$ cat config.mk
export PLATFORM = sky130hd
export DESIGN_NAME = alu_sequencer_flat
export DESIGN_NICKNAME = d
export VERILOG_FILES = /design/src/rtl/alu_pkg.sv /design/src/rtl/alu_sequencer_if.sv /design/src/rtl/alu_control.sv /design/src/rtl/alu_sequencer.sv /design/src/flat_wrapper.sv
export SDC_FILE = /design/constraint.sdc
export NUM_CORES = 1
export LEC_CHECK = 0
export BUFFER_PORTS_ARGS = -buffer_cell sky130_fd_sc_hd__buf_2
export CORE_AREA = 2 2 160 162
export CTS_CLUSTER_DIAMETER = 80
export CTS_CLUSTER_SIZE = 28
export DETAILED_ROUTE_END_ITERATION = 8
export DIE_AREA = 0 0 162 164
export PLACE_DENSITY = 0.56
export SLEW_MARGIN = 20
export SYNTH_ARGS = -nofsm -noshare
export SYNTH_HDL_FRONTEND = slang
export SYNTH_HIERARCHICAL = 1
export SYNTH_SLANG_ARGS = --single-unit
$ cat constraint.sdc
create_clock -name clk -period 4.4 [get_ports clk]
set_input_delay 0.22 -clock clk [delete_from_list [all_inputs] [get_ports clk]]
set_output_delay 0.22 -clock clk [all_outputs]
set_load 0.02 [all_outputs]
$ cat src/rtl/alu_pkg.sv
// Shared encodings for the LEGv8 ALU sequencer: select codes, ALUOp values,
// R-type opcodes and the sequencer FSM state type.
// Pure declarations; no logic and no latency.
package alu_pkg;

    localparam int DATA_W = 64;

    // ALU control codes presented on select
    localparam logic [3:0] SEL_AND    = 4'b0000;
    localparam logic [3:0] SEL_OR     = 4'b0001;
    localparam logic [3:0] SEL_ADD    = 4'b0010;
    localparam logic [3:0] SEL_SUB    = 4'b0110;
    localparam logic [3:0] SEL_PASS_B = 4'b0111;
    // Defined by the ALU but never issued by this sequencer
    localparam logic [3:0] SEL_NOR    = 4'b1100;

    // ALUOp field encodings
    localparam logic [1:0] ALUOP_LDST = 2'b00;
    localparam logic [1:0] ALUOP_CBZ  = 2'b01;
    localparam logic [1:0] ALUOP_RTYP = 2'b10;

    // R-type opcodes, instruction bits [31:21]
    localparam logic [10:0] OPC_ADD = 11'b10001011000;
    localparam logic [10:0] OPC_SUB = 11'b11001011000;
    localparam logic [10:0] OPC_AND = 11'b10001010000;
    localparam logic [10:0] OPC_ORR = 11'b10101010000;

    typedef enum logic [1:0] {
        ST_IDLE    = 2'd0,
        ST_DRIVE   = 2'd1,
        ST_RESPOND = 2'd2
    } state_t;

endpackage

$ cat src/rtl/alu_sequencer_if.sv
// Request, external-ALU and response signals of the ALU sequencer.
// master = requester/ALU environment, slave = the sequencer.
// Valid/ready on both request and response sides.
interface alu_sequencer_if;
    import alu_pkg::*;

    logic              req_valid;
    logic              req_ready;
    logic [1:0]        alu_op;
    logic [10:0]       opcode;
    logic [DATA_W-1:0] req_a;
    logic [DATA_W-1:0] req_b;
    logic [DATA_W-1:0] a;
    logic [DATA_W-1:0] b;
    logic [3:0]        select;
    logic [DATA_W-1:0] out;
    logic              rsp_valid;
    logic              rsp_ready;
    logic [DATA_W-1:0] rsp_result;
    logic              rsp_zero;
    logic              rsp_err;

    modport master (
        output req_valid, alu_op, opcode, req_a, req_b, out, rsp_ready,
        input  req_ready, a, b, select, rsp_valid, rsp_result, rsp_zero, rsp_err
    );

    modport slave (
        input  req_valid, alu_op, opcode, req_a, req_b, out, rsp_ready,
        output req_ready, a, b, select, rsp_valid, rsp_result, rsp_zero, rsp_err
    );

endinterface

$ cat src/rtl/alu_control.sv
// LEGv8 ALU control decode: ALUOp + opcode -> 4-bit select and a valid flag.
// Purely combinational, zero latency.
// No handshake; the caller decides when the result is used.
module alu_control
    import alu_pkg::*;
(
    input  logic [1:0]  alu_op,
    input  logic [10:0] opcode,
    output logic [3:0]  select,
    output logic        valid
);

    // Decode table; anything not listed is reported as undecodable
    always_comb begin
        select = SEL_AND;
        valid  = 1'b0;
        case (alu_op)
            ALUOP_LDST: begin
                select = SEL_ADD;
                valid  = 1'b1;
            end
            ALUOP_CBZ: begin
                select = SEL_PASS_B;
                valid  = 1'b1;
            end
            ALUOP_RTYP: begin
                case (opcode)
                    OPC_ADD: begin select = SEL_ADD; valid = 1'b1; end
                    OPC_SUB: begin select = SEL_SUB; valid = 1'b1; end
                    OPC_AND: begin select = SEL_AND; valid = 1'b1; end
                    OPC_ORR: begin select = SEL_OR;  valid = 1'b1; end
                    default: begin select = SEL_AND; valid = 1'b0; end
                endcase
            end
            default: begin
                select = SEL_AND;
                valid  = 1'b0;
            end
        endcase
    end

endmodule

$ cat src/rtl/alu_sequencer.sv
// Drives operands/select to an external ALU, waits SETTLE_CYCLES, captures OUT.
// Latency: rsp_valid SETTLE_CYCLES+1 cycles after accept (1 cycle for undecodable ops).
// One op in flight; req_ready low until the response retires on rsp_ready.
module alu_sequencer
    import alu_pkg::*;
#(
    parameter int unsigned SETTLE_CYCLES = 2
) (
    input  logic            clk,
    input  logic            reset,
    alu_sequencer_if.slave  bus
);

    state_t            state;
    state_t            state_nxt;
    logic [3:0]        cnt;
    logic [DATA_W-1:0] a_q;
    logic [DATA_W-1:0] b_q;
    logic [3:0]        sel_q;
    logic [DATA_W-1:0] result_q;
    logic              zero_q;
    logic              err_q;

    logic [3:0]        dec_sel;
    logic              dec_ok;
    logic              accept;
    logic              drive_done;

    alu_control u_ctrl (
        .alu_op (bus.alu_op),
        .opcode (bus.opcode),
        .select (dec_sel),
        .valid  (dec_ok)
    );

    // State register
    always_ff @(posedge clk) begin
        if (reset) state <= ST_IDLE;
        else       state <= state_nxt;
    end

    // Next-state and handshake qualifiers
    always_comb begin
        state_nxt  = state;
        accept     = 1'b0;
        drive_done = 1'b0;
        case (state)
            ST_IDLE: begin
                if (bus.req_valid) begin
                    accept    = 1'b1;
                    state_nxt = dec_ok ? ST_DRIVE : ST_RESPOND;
                end
            end
            ST_DRIVE: begin
                if (cnt == 4'd0) begin
                    drive_done = 1'b1;
                    state_nxt  = ST_RESPOND;
                end
            end
            ST_RESPOND: begin
                if (bus.rsp_ready) state_nxt = ST_IDLE;
            end
            default: state_nxt = ST_IDLE;
        endcase
    end

    // Operand/select latch, settle counter and response capture
    always_ff @(posedge clk) begin
        if (reset) begin
            cnt      <= 4'd0;
            a_q      <= '0;
            b_q      <= '0;
            sel_q    <= 4'b0000;
            result_q <= '0;
            zero_q   <= 1'b0;
            err_q    <= 1'b0;
        end else begin
            // Operands only move on a decodable accept; undecodable ops leave them alone
            if (accept && dec_ok) begin
                a_q   <= bus.req_a;
                b_q   <= bus.req_b;
                sel_q <= dec_sel;
                cnt   <= 4'(SETTLE_CYCLES - 1);
            end else if (state == ST_DRIVE && cnt != 4'd0) begin
                cnt <= cnt - 4'd1;
            end

            if (drive_done) begin
                result_q <= bus.out;
                zero_q   <= (bus.out == '0);
                err_q    <= 1'b0;
            end else if (accept && !dec_ok) begin
                result_q <= '0;
                zero_q   <= 1'b0;
                err_q    <= 1'b1;
            end
        end
    end

    assign bus.req_ready  = (state == ST_IDLE);
    assign bus.rsp_valid  = (state == ST_RESPOND);
    assign bus.a          = a_q;
    assign bus.b          = b_q;
    assign bus.select     = sel_q;
    assign bus.rsp_result = result_q;
    assign bus.rsp_zero   = zero_q;
    assign bus.rsp_err    = err_q;

endmodule

$ cat src/flat_wrapper.sv
// flat-port wrapper written by rule: the top's interface ports become plain ports
module alu_sequencer_flat import alu_pkg::*;
#(
    parameter int unsigned SETTLE_CYCLES = 2
)
  (clk, reset, bus_req_valid, bus_alu_op, bus_opcode, bus_req_a, bus_req_b, bus_out, bus_rsp_ready, bus_req_ready, bus_a, bus_b, bus_select, bus_rsp_valid, bus_rsp_result, bus_rsp_zero, bus_rsp_err);
  alu_sequencer_if bus_i ();
  input  logic clk;
  input  logic reset;
  input wire logic [$bits(bus_i.req_valid)-1:0] bus_req_valid;
  input wire logic [$bits(bus_i.alu_op)-1:0] bus_alu_op;
  input wire logic [$bits(bus_i.opcode)-1:0] bus_opcode;
  input wire logic [$bits(bus_i.req_a)-1:0] bus_req_a;
  input wire logic [$bits(bus_i.req_b)-1:0] bus_req_b;
  input wire logic [$bits(bus_i.out)-1:0] bus_out;
  input wire logic [$bits(bus_i.rsp_ready)-1:0] bus_rsp_ready;
  output wire logic [$bits(bus_i.req_ready)-1:0] bus_req_ready;
  output wire logic [$bits(bus_i.a)-1:0] bus_a;
  output wire logic [$bits(bus_i.b)-1:0] bus_b;
  output wire logic [$bits(bus_i.select)-1:0] bus_select;
  output wire logic [$bits(bus_i.rsp_valid)-1:0] bus_rsp_valid;
  output wire logic [$bits(bus_i.rsp_result)-1:0] bus_rsp_result;
  output wire logic [$bits(bus_i.rsp_zero)-1:0] bus_rsp_zero;
  output wire logic [$bits(bus_i.rsp_err)-1:0] bus_rsp_err;
  assign bus_i.req_valid = bus_req_valid;
  assign bus_i.alu_op = bus_alu_op;
  assign bus_i.opcode = bus_opcode;
  assign bus_i.req_a = bus_req_a;
  assign bus_i.req_b = bus_req_b;
  assign bus_i.out = bus_out;
  assign bus_i.rsp_ready = bus_rsp_ready;
  assign bus_req_ready = bus_i.req_ready;
  assign bus_a = bus_i.a;
  assign bus_b = bus_i.b;
  assign bus_select = bus_i.select;
  assign bus_rsp_valid = bus_i.rsp_valid;
  assign bus_rsp_result = bus_i.rsp_result;
  assign bus_rsp_zero = bus_i.rsp_zero;
  assign bus_rsp_err = bus_i.rsp_err;
  alu_sequencer #(.SETTLE_CYCLES(SETTLE_CYCLES)) u_core (.clk(clk), .reset(reset), .bus(bus_i));
endmodule
== Word level (Yosys, flattened, before mapping) ==
Cells that the tools add are included.

* Input bits: 209
* Word-level logic and storage cells: 56
* Flip-flop bits (word level): 204
* Output and inout bits: 200

* Add/sub/neg operators: 1
* Equal/unequal tests: 11
* Multiplexer cells: 19
* Reductions and logical operators: 16

{| class="wikitable"
|+ Operators by type and width
! cell !! count
|-
| $mux 64 || 2
|-
| $logic_not 64->1 || 1
|-
| $eq 11x11->1 const B || 4
|-
| $pmux 3 s3 || 2
|-
| $mux 1 || 9
|-
| $mux 2 || 4
|-
| $pmux 2 s3 || 1
|-
| $reduce_or 2->1 || 3
|-
| $eq 2x1->1 const B || 2
|-
| $eq 2x2->1 const B || 2
|-
| $logic_not 2->1 || 2
|-
| $logic_not 4->1 || 1
|-
| $ne 2x2->1 const B || 2
|-
| $reduce_bool 2->1 || 2
|-
| $reduce_bool 4->1 || 1
|-
| $reduce_or 4->1 || 1
|-
| $sub 4x1->4 const B || 1
|-
| $logic_and 1x1->1 || 3
|-
| $reduce_and 3->1 || 1
|-
| $ne 2x1->1 const B || 1
|-
| $pmux 1 s2 || 1
|-
| $logic_not 1->1 || 1
|}

== Logic depth before layout (Yosys ltp) ==
Gate-level depths: netlist (run 1).

* Word-level depth: 8
* Mapped depth: 9
* Gate-level depth less buffers: 7

== Cells and area by module ==
Netlist (run 1), hierarchy kept.

{| class="wikitable"
|+ Modules (own cells, without submodules)
! module !! instances !! area an instance (sq um) !! seq. area each (sq um) !! cells an instance
|-
| alu_sequencer || 1 || 7,164.4 || 4,083.9 || 851
|-
| alu_control || 1 || 113.9 || 0.0 || 17
|}

== Least setup slack after synthesis (run 1) ==
No wires, ideal clock.

* Kind: input port to flip-flop
* Start point: in bus_opcode[2]
* End point: reg u_core.a_q[0] (netlist: u_core/bus.a[0])
* Data arrival time: 1,719 ps
* Cell stages on the path: 9
* Buffers on the path: 3
* Path slack: 2,611 ps
* Data required time: 4,330 ps
* Library setup time: 70 ps
* Path through: nor4b_2 > nand4b_1 > o21ai_0 > and3_1 > buf_2 > buf_6 > buf_4 > nand2_1 > a21oi_1

* Longest elaborated chain between the ends: 5
* Elaborated cells between the ends (all ways): 8
* Classes of those cells: 4 x eq/ne; 2 x mux; 2 x reduce/logical

{| class="wikitable"
|+ Ends and longest elaborated chain
! item !! RTL line !! text
|-
| from (decl) || flat_wrapper.sv:12 || <nowiki>input wire logic [$bits(bus_i.opcode)-1:0] bus_opcode;</nowiki>
|-
| $eq 11x11->1 || alu_control.sv:27 || <nowiki>case (opcode)</nowiki>
|-
| $reduce_or 4->1 (no source line) * || n/a ||
|-
| $mux 1 * || alu_control.sv:27 ||
|-
| $pmux 1 s2 * || alu_control.sv:17 || <nowiki>case (alu_op)</nowiki>
|-
| named net u_core.dec_ok || alu_sequencer.sv:25 || <nowiki>logic dec_ok;</nowiki>
|-
| $logic_and 1x1->1 * || alu_sequencer.sv:79 || <nowiki>if (accept && dec_ok) begin</nowiki>
|-
| to (signal assigned) || alu_sequencer.sv:80 || <nowiki>a_q <= bus.req_a;</nowiki>
|-
| to (decl) || alu_sequencer.sv:17 || <nowiki>logic [DATA_W-1:0] a_q;</nowiki>
|}

Mark *: on every way through the listed nets, which the timed path passes. The rest lies on a longest branch.
A chain may end at the register's enable or synchronous reset.

== Final worst setup path (run 1) ==
* Start point: reg u_core.cnt[0]
* End point: reg u_core.result_q[29] (netlist: u_core/bus.rsp_result[29])

* Longest elaborated chain between the ends: 4
* Elaborated cells between the ends (all ways): 5
* Classes of those cells: 3 x mux; 2 x reduce/logical

{| class="wikitable"
|+ Ends and longest elaborated chain
! item !! RTL line !! text
|-
| from (decl) || alu_sequencer.sv:16 || <nowiki>logic [3:0] cnt;</nowiki>
|-
| from (signal assigned) || alu_sequencer.sv:83 || <nowiki>cnt <= 4'(SETTLE_CYCLES - 1);</nowiki>
|-
| from (signal assigned) || alu_sequencer.sv:85 || <nowiki>cnt <= cnt - 4'd1;</nowiki>
|-
| $logic_not 4->1 * || alu_sequencer.sv:55 || <nowiki>if (cnt == 4'd0) begin</nowiki>
|-
| $mux 1 * || alu_sequencer.sv:55 ||
|-
| $mux 1 * || alu_sequencer.sv:47 || <nowiki>case (state)</nowiki>
|-
| $mux 64 / $reduce_bool 2->1 (equally long branches) || n/a ||
|-
| to (signal assigned) || alu_sequencer.sv:89 || <nowiki>result_q <= bus.out;</nowiki>
|-
| to (decl) || alu_sequencer.sv:20 || <nowiki>logic [DATA_W-1:0] result_q;</nowiki>
|}

Every way passes the cells marked *; elsewhere a longest branch is shown, timed or not.

==> out/results.txt, run 1 <==
DRC viols: 0
Worst Max-Slew Pin Slew: 0.908 ns
Post-synth top area cell: dfxtp_1
Drt first-iter violations: 542
Sequential share of the synthesized area: 56.1%
Fill cell count: 2468
I/O Pins: 409
Setup crit end: u_core/bus.rsp_result[29]
Clk_skew: 0.0295 ns
Hpwl dp: 17100 um
# port buffers: 408
Area delta synth->final: 53.5%
Die width: 162 um
Clock root cell: clkbuf_16
Critical Path Source: u_core/cnt[0]
Endpoint class of the critical path: register
Gr usage total: 17.8%
Count of final setup violators: 0
Routability congestion estimate: 0.756
Tightest Hold Check Type: primary input to register
CTS tree: done
Dpl cell area: 9490 sq um
H-Tree Depth: 1
Mapped Area: 7280 sq um
Overflow after GRT: 0
Pre-CTS setup slack: 1.65 ns
Pre-Repair DR Iteration Count: 5
Slew Limit Fails: 0
Mapped Cells: 868
First-pass GRT wire length: 38800 um
Period utilisation layout: 55.1%
Post-Place Cells: 1547
CP Max Fanout: 40
Tot Pwr: 3.91 mW
Top cells by area, synth: dfxtp_1 (56%), nand2_1 (14%), a21oi_1 (9.3%)
Hold slack: 0.0174 ns
Hold Fails Final Rpt: 0
Vias per cell: 4.62
Clk slew on worst S/H paths: 0.09 ns
Peak VDD IR: 0.000269 V
Starting density of the core: 29.3%
Count leader, synth: nand2_1
Antenna-violating nets left: 0
Worst Setup Slack, final: 1.98 ns
Clk Latency, worst-skew pair: 0.48 ns
Vias in the first global route: 7674
Post-synthesis register bit count: 204
Core ar.: 24800 sq um
Post-CTS setup buffers: 0
Total wire length: 25500 um
Netlist cell types: 35
R2R Setup Slk: 1.98 ns
List of most frequent post-synthesis cells: nand2_1 (266), dfxtp_1 (204), a21oi_1 (135)
R2R depth: 7
Clock buffer depth: 3
RSZ-0062 raised after global routing: false
Via count: 7825
Leak: 5.04 nW
Max Clock Freq: 412 MHz
Final Non-Filler Cells: 1695
Cell area after layout: 11200 sq um
Crit Reg-Reg Startpoint: u_core/cnt[0]
Initial antenna violation count: 0
Pin count of the biggest net entering global routing: 86
Synth warn: 6
Finished Core Util: 45.0%
Hold Path Depth: 3
Crit path required time: 4.79 ns
Setup TNS: 0 ns
Syn nets: 1078
EDFF count, synth: 0
Nature of the critical path startpoint: register
Critical Path AT: 2.81 ns
Run status: complete, no violations
Avg Cell Area, Syn: 8.39 sq um
Die height: 164 um
Die ar.: 26600 sq um
Clock period minus worst slack: 2.42 ns
Cell Pwr Density: 350 nW/um^2
Asr flop ratio synth: 0%
Top FF cell, synth: dfxtp_1
Clk sink count: 204
Slew margin rel.: 39.5%
Crit Path Category: register to register
Layout cells sized above 1: 32.5%
WL per Instance: 15.0 um
Number of CTS-inserted buffers: 12
Top cell type's share of synthesized area: 56.1%
Num rows: 58
R2R Path End: u_core/bus.rsp_result[29]
Nets@finish: 1568
Max_cap viols: 0
worst min path at each step:
stage | to | slack (ns) | start
floorplan | u_core/bus.a[34] | 0.36 | bus_req_a[34]
global placement | u_core/bus.a[52] | 0.44 | u_core/bus.a[52]
detailed placement | u_core/bus.a[33] | 0.44 | u_core/bus.a[33]
CTS | u_core/bus.rsp_result[22] | 0.002 | bus_out[22]
global route | u_core/bus.rsp_result[34] | 0.01 | bus_out[34]
finish | u_core/bus.rsp_result[10] | 0.02 | bus_out[10]
worst max-delay path, stage by stage (launching register included):
cell     delay [ns]
dfxtp_1        0.34
inv_1          0.06
ha_1           0.18
or3b_4         0.42
nor2_4         0.51
buf_4          0.50
a22oi_1        0.16
nor2_1         0.16
layout make-up:
cell class                      count  area, sq um  area share [%]
Sequential cell                   204         4080            36.6
Timing Repair Buffer              543         3390            30.4
Multi-Input combinational cell    594         2860            25.6
Tap cell                          330          413            3.70
Clock buffer                       15          343            3.07
Clock inverter                      4         58.8           0.526
Inverter                            3         11.3           0.101
Antenna cell                        2         5.00          0.0448
cells by family after synthesis:
group	count (synthesis)	synth area share [%]
other cells	1	0.0515
compound gates	205	16.6
flops	204	56.1
buf+inv	70	5.02
fa+ha+maj	1	0.172
xor+xnor	3	0.361
simple gates	384	21.7
metal layers:
layer,GRT usage [%],up-vias,share of wire [%]
li1,-,3875,-
met3,4.60,33,8.1
met1,20.9,3593,41
met5,0,-,0
met4,4.99,0,2.4
met2,32.0,324,49
registers in the layout (all words and copies together) (netlist names):
name,cells
u_core/bus.select,4
u_core/state,2
u_core/cnt,4
u_core/bus.rsp_result,64
u_core/bus.b,64
u_core/bus.rsp_zero,1
u_core/bus.a,64
u_core/bus.rsp_err,1
placed cells by master, fill, tap and decap left out, types with 2 or more instances in the layout:
| cell type | instances |
|---|---|
| diode_2 | 2 |
| dlygate4sd3_1 | 127 |
| nand4_1 | 4 |
| a22oi_1 | 64 |
| o21ai_0 | 2 |
| xor2_1 | 2 |
| nor4b_2 | 2 |
| clkbuf_16 | 13 |
| buf_2 | 407 |
| nand2b_1 | 4 |
| dfxtp_1 | 204 |
| nand3_1 | 3 |
| inv_1 | 3 |
| nand2_1 | 266 |
| a21oi_1 | 134 |
| nor4_1 | 15 |
| nor2b_1 | 2 |
| nor3_1 | 5 |
| nor2_1 | 73 |
| buf_4 | 7 |
power by group:
part | switching, mW | internal, mW
logic | 0.392 | 0.279
clock network | 0.647 | 0.625
registers | 0.0417 | 1.93
total | 1.08 | 2.83
what timing repair did:
item                      CTS  global route
resized for setup           0             0
hold buffers              127             0
hold endpoints to repair  127             0
(Power assumes the default switching activity.)
==> inputs of run 2 (changes only) <==
Settings changed: ABC_AREA set to 1, CORE_AREA 2 2 160 162 to 2 2 159 161, DIE_AREA 0 0 162 164 to 0 0 161 163, PLACE_DENSITY 0.56 to 0.6.
Clock period 4.4 ns to 2.1 ns, I/O delays scaled along.
==> out/results.txt, run 2 <==
Slew margin rel.: 46.1% (was 39.5%)
CTS tree: done (unchanged)
Total wire length: 26700 um (was 25500 um)
Sequential share of the synthesized area: 53.5% (was 56.1%)
Antenna-violating nets left: 0 (unchanged)
Layer with the highest usage: met2 (unchanged)
Die ar.: 26200 sq um (was 26600 sq um)
Gr usage total: 19.0% (was 17.8%)
Mapped Area: 7640 sq um (was 7280 sq um)
Period utilisation layout: 79.6% (was 55.1%)
CP Max Fanout: 31 (was 40)
Commonest non-fill, non-tap cell in the layout: buf_2 (unchanged)
Die height: 163 um (was 164 um)
M2 GR Usage: 33.8% (was 32.0%)
R2R Setup Slk: 0.43 ns (was 1.98 ns)
CP max stage cell: inv_2 (was nor2_4)
Most frequent cells in the layout: buf_2 (408), nor2_1 (312), dfxtp_1 (204), dlygate4sd3_1 (194), nand2_1 (148) (was buf_2 (407), nand2_1 (266), dfxtp_1 (204), a21oi_1 (134), dlygate4sd3_1 (127))
Drt first-iter violations: 508 (was 542)
Initial antenna violation count: 1 (was 0)
Pre-CTS setup slack: 0.403 ns (was 1.65 ns)
RSZ-0062 raised after global routing: false (unchanged)
Num rows: 58 (unchanged)
Crit Reg-Reg Startpoint: u_core/cnt[0] (unchanged)
Number of CTS-inserted buffers: 13 (was 12)
First-pass GRT wire length: 41300 um (was 38800 um)
Top cells by area, synth: dfxtp_1 (53%), nor2_1 (15%), o21ai_0 (7.9%) (was dfxtp_1 (56%), nand2_1 (14%), a21oi_1 (9.3%))
Vias in the first global route: 8369 (was 7674)
Avg Cell Area, Syn: 7.72 sq um (was 8.39 sq um)
Post-synthesis register bit count: 204 (unchanged)
Worst Max-Slew Pin Slew: 0.808 ns (was 0.908 ns)
Asr flop ratio synth: 0% (unchanged)
Cell Pwr Density: 713 nW/um^2 (was 350 nW/um^2)
Setup TNS: 0 ns (unchanged)
Top FF cell, synth: dfxtp_1 (unchanged)
Nets@finish: 1766 (was 1568)
Setup crit end: u_core/bus.rsp_result[14] (was u_core/bus.rsp_result[29])
Leak: 5.65 nW (was 5.04 nW)
Tightest Hold Check Type: primary input to register (unchanged)
CP peak stage delay: 0.33 ns (was 0.51 ns)
Syn nets: 1200 (was 1078)
Slew Limit Fails: 0 (unchanged)
Post-synth top area cell: dfxtp_1 (unchanged)
EDFF count, synth: 0 (unchanged)
Mapped Cells: 990 (was 868)
Crit path required time: 2.49 ns (was 4.79 ns)
I/O Pins: 409 (unchanged)
Vias per cell: 4.51 (was 4.62)
Clk sink count: 204 (unchanged)
Nature of the critical path startpoint: register (unchanged)
Area delta synth->final: 60.2% (was 53.5%)
Hold Fails Final Rpt: 0 (unchanged)
Starting density of the core: 31.0% (was 29.3%)
Clk_skew: 0.0239 ns (was 0.0295 ns)
Max Clock Freq: 598 MHz (was 412 MHz)
Netlist cell types: 29 (was 35)
Synth warn: 6 (unchanged)
Clk slew on worst S/H paths: 0.10 ns (was 0.09 ns)
List of most frequent post-synthesis cells: nor2_1 (312), dfxtp_1 (204), nand2_1 (148) (was nand2_1 (266), dfxtp_1 (204), a21oi_1 (135))
Post-Place Cells: 1677 (was 1547)
Overflow after GRT: 0 (unchanged)
R2R depth: 7 (unchanged)
DRC viols: 0 (unchanged)
Via count: 8536 (was 7825)
Hpwl dp: 17200 um (was 17100 um)
Clock period minus worst slack: 1.67 ns (was 2.42 ns)
Clock buffer depth: 3 (unchanged)
Crit path cell chain: inv_1 > ha_1 > nand3_2 > inv_2 > buf_12 > nand2_1 > a21oi_1 (was inv_1 > ha_1 > or3b_4 > nor2_4 > buf_4 > a22oi_1 > nor2_1)
Hold slack: 0.0547 ns (was 0.0174 ns)
Pre-Repair DR Iteration Count: 5 (unchanged)
Critical Path AT: 2.06 ns (was 2.81 ns)
Worst Setup Slack, final: 0.429 ns (was 1.98 ns)
Grt met3 use: 4.56% (was 4.60%)
Crit Path Category: register to register (unchanged)
Die width: 161 um (was 162 um)
Clk Latency, worst-skew pair: 0.49 ns (was 0.48 ns)
R2R Path End: u_core/bus.rsp_result[14] (was u_core/bus.rsp_result[29])
Endpoint class of the critical path: register (unchanged)
# port buffers: 408 (unchanged)
Count of final setup violators: 0 (unchanged)
Pin count of the biggest net entering global routing: 135 (was 86)
Max_cap viols: 0 (unchanged)
Final Non-Filler Cells: 1893 (was 1695)
Top cell type's share of synthesized area: 53.5% (was 56.1%)
Peak VDD IR: 0.000550 V (was 0.000269 V)
Clock root cell: clkbuf_16 (unchanged)
Layout cells sized above 1: 31.0% (was 32.5%)
M1 GR Usage: 22.0% (was 20.9%)
Critical Path Source: u_core/cnt[0] (unchanged)
Routability congestion estimate: 0.839 (was 0.756)
H-Tree Depth: 1 (unchanged)
WL per Instance: 14.1 um (was 15.0 um)
Count leader, synth: nor2_1 (was nand2_1)
Core ar.: 24700 sq um (was 24800 sq um)
Run status: complete, no violations (unchanged)
## run 2: cell count changes after synthesis, sizes merged, moves of 4 or more
cell    previous run  this run
nor2              74       318
a21oi            135        69
inv                3        18
nor4              15         0
nand2            266       161
nand3              4         9
nor3               5         1
nand2b             4         0
o21ai              3       135
a22oi             64         0
buf               37        33
## run 2: critical path, delay by kind of cell, from the launching register on
family                     cells  cell delay [ns]
DFF                            1             0.32
and+or+nand+nor                2             0.25
AOI/OAI and AO/OA              1             0.14
adders and majority gates      1             0.24
buffers and inverters          3             0.64
## run 2: worst min-delay path by stage
stage                  startpoint                         to  slack (ns)  depth (start not counted)
floorplan             bus_out[10]  u_core/bus.rsp_result[10]        0.25                          2
global placement    bus_req_b[29]           u_core/bus.b[29]        0.34                          3
detailed placement  bus_req_b[40]           u_core/bus.b[40]        0.35                          3
CTS                 bus_alu_op[0]       u_core/bus.select[2]        0.03                          5
global route        bus_alu_op[1]       u_core/bus.select[1]        0.07                          4
finish              bus_alu_op[1]       u_core/bus.select[1]        0.05                          4
## run 2: repair_timing
action,4_1_cts,5_1_grt
resized for setup,0,0
endpoints found under the hold margin,195,0
setup endpoints to repair,0,0
buffers inserted,0,0
hold buffers,194,0
## run 2: cell families after synthesis
kind of cell | synth area share, %
AND/OR/NAND/NOR | 26.1
AO/OA/AOI/OAI | 14.1
adder cells (fa/ha/maj) | 0.164
other | 0.0491
buffers and inverters | 6.13
flip-flops | 53.5
## run 2: final cells by class
cell class              count  area (sq um)
diodes                      1          2.50
clock buffers              14           329
clock inverters             7          90.1
fillers                  2330         12400
inverters                  18          70.1
multi-input cells         703          3090
flip-flops and latches    204          4080
well taps                 330           413
repair buffers            616          4160
## run 2: power breakdown
group / internal (mW) / total [mW] / leakage [nW] / switching (mW)
sequential: 4.11 / 4.23 / 1.67 / 0.120
combinational: 0.771 / 1.79 / 3.78 / 1.02
clock: 1.23 / 2.71 / 0.204 / 1.48
## run 2: metrics by stage
step | instance area, sq um | utilization (%) | total power [mW]
after global routing | 12200 | 49.6 | 9.16
after CTS | 12200 | 49.6 | 8.83
after detailed placement | 9880 | 40.0 | 5.80
after global placement | 9880 | 40.0 | 5.78
after floorplan | 7640 | - | 5.21
final | 12200 | 49.6 | 8.72
## run 2: metal layers
layer  vias to the layer above  wire length, um
met5                         -                0
met4                         0             1110
met3                        74             1890
met2                       335            12800
met1                      3853            10800
li1                       4274                -
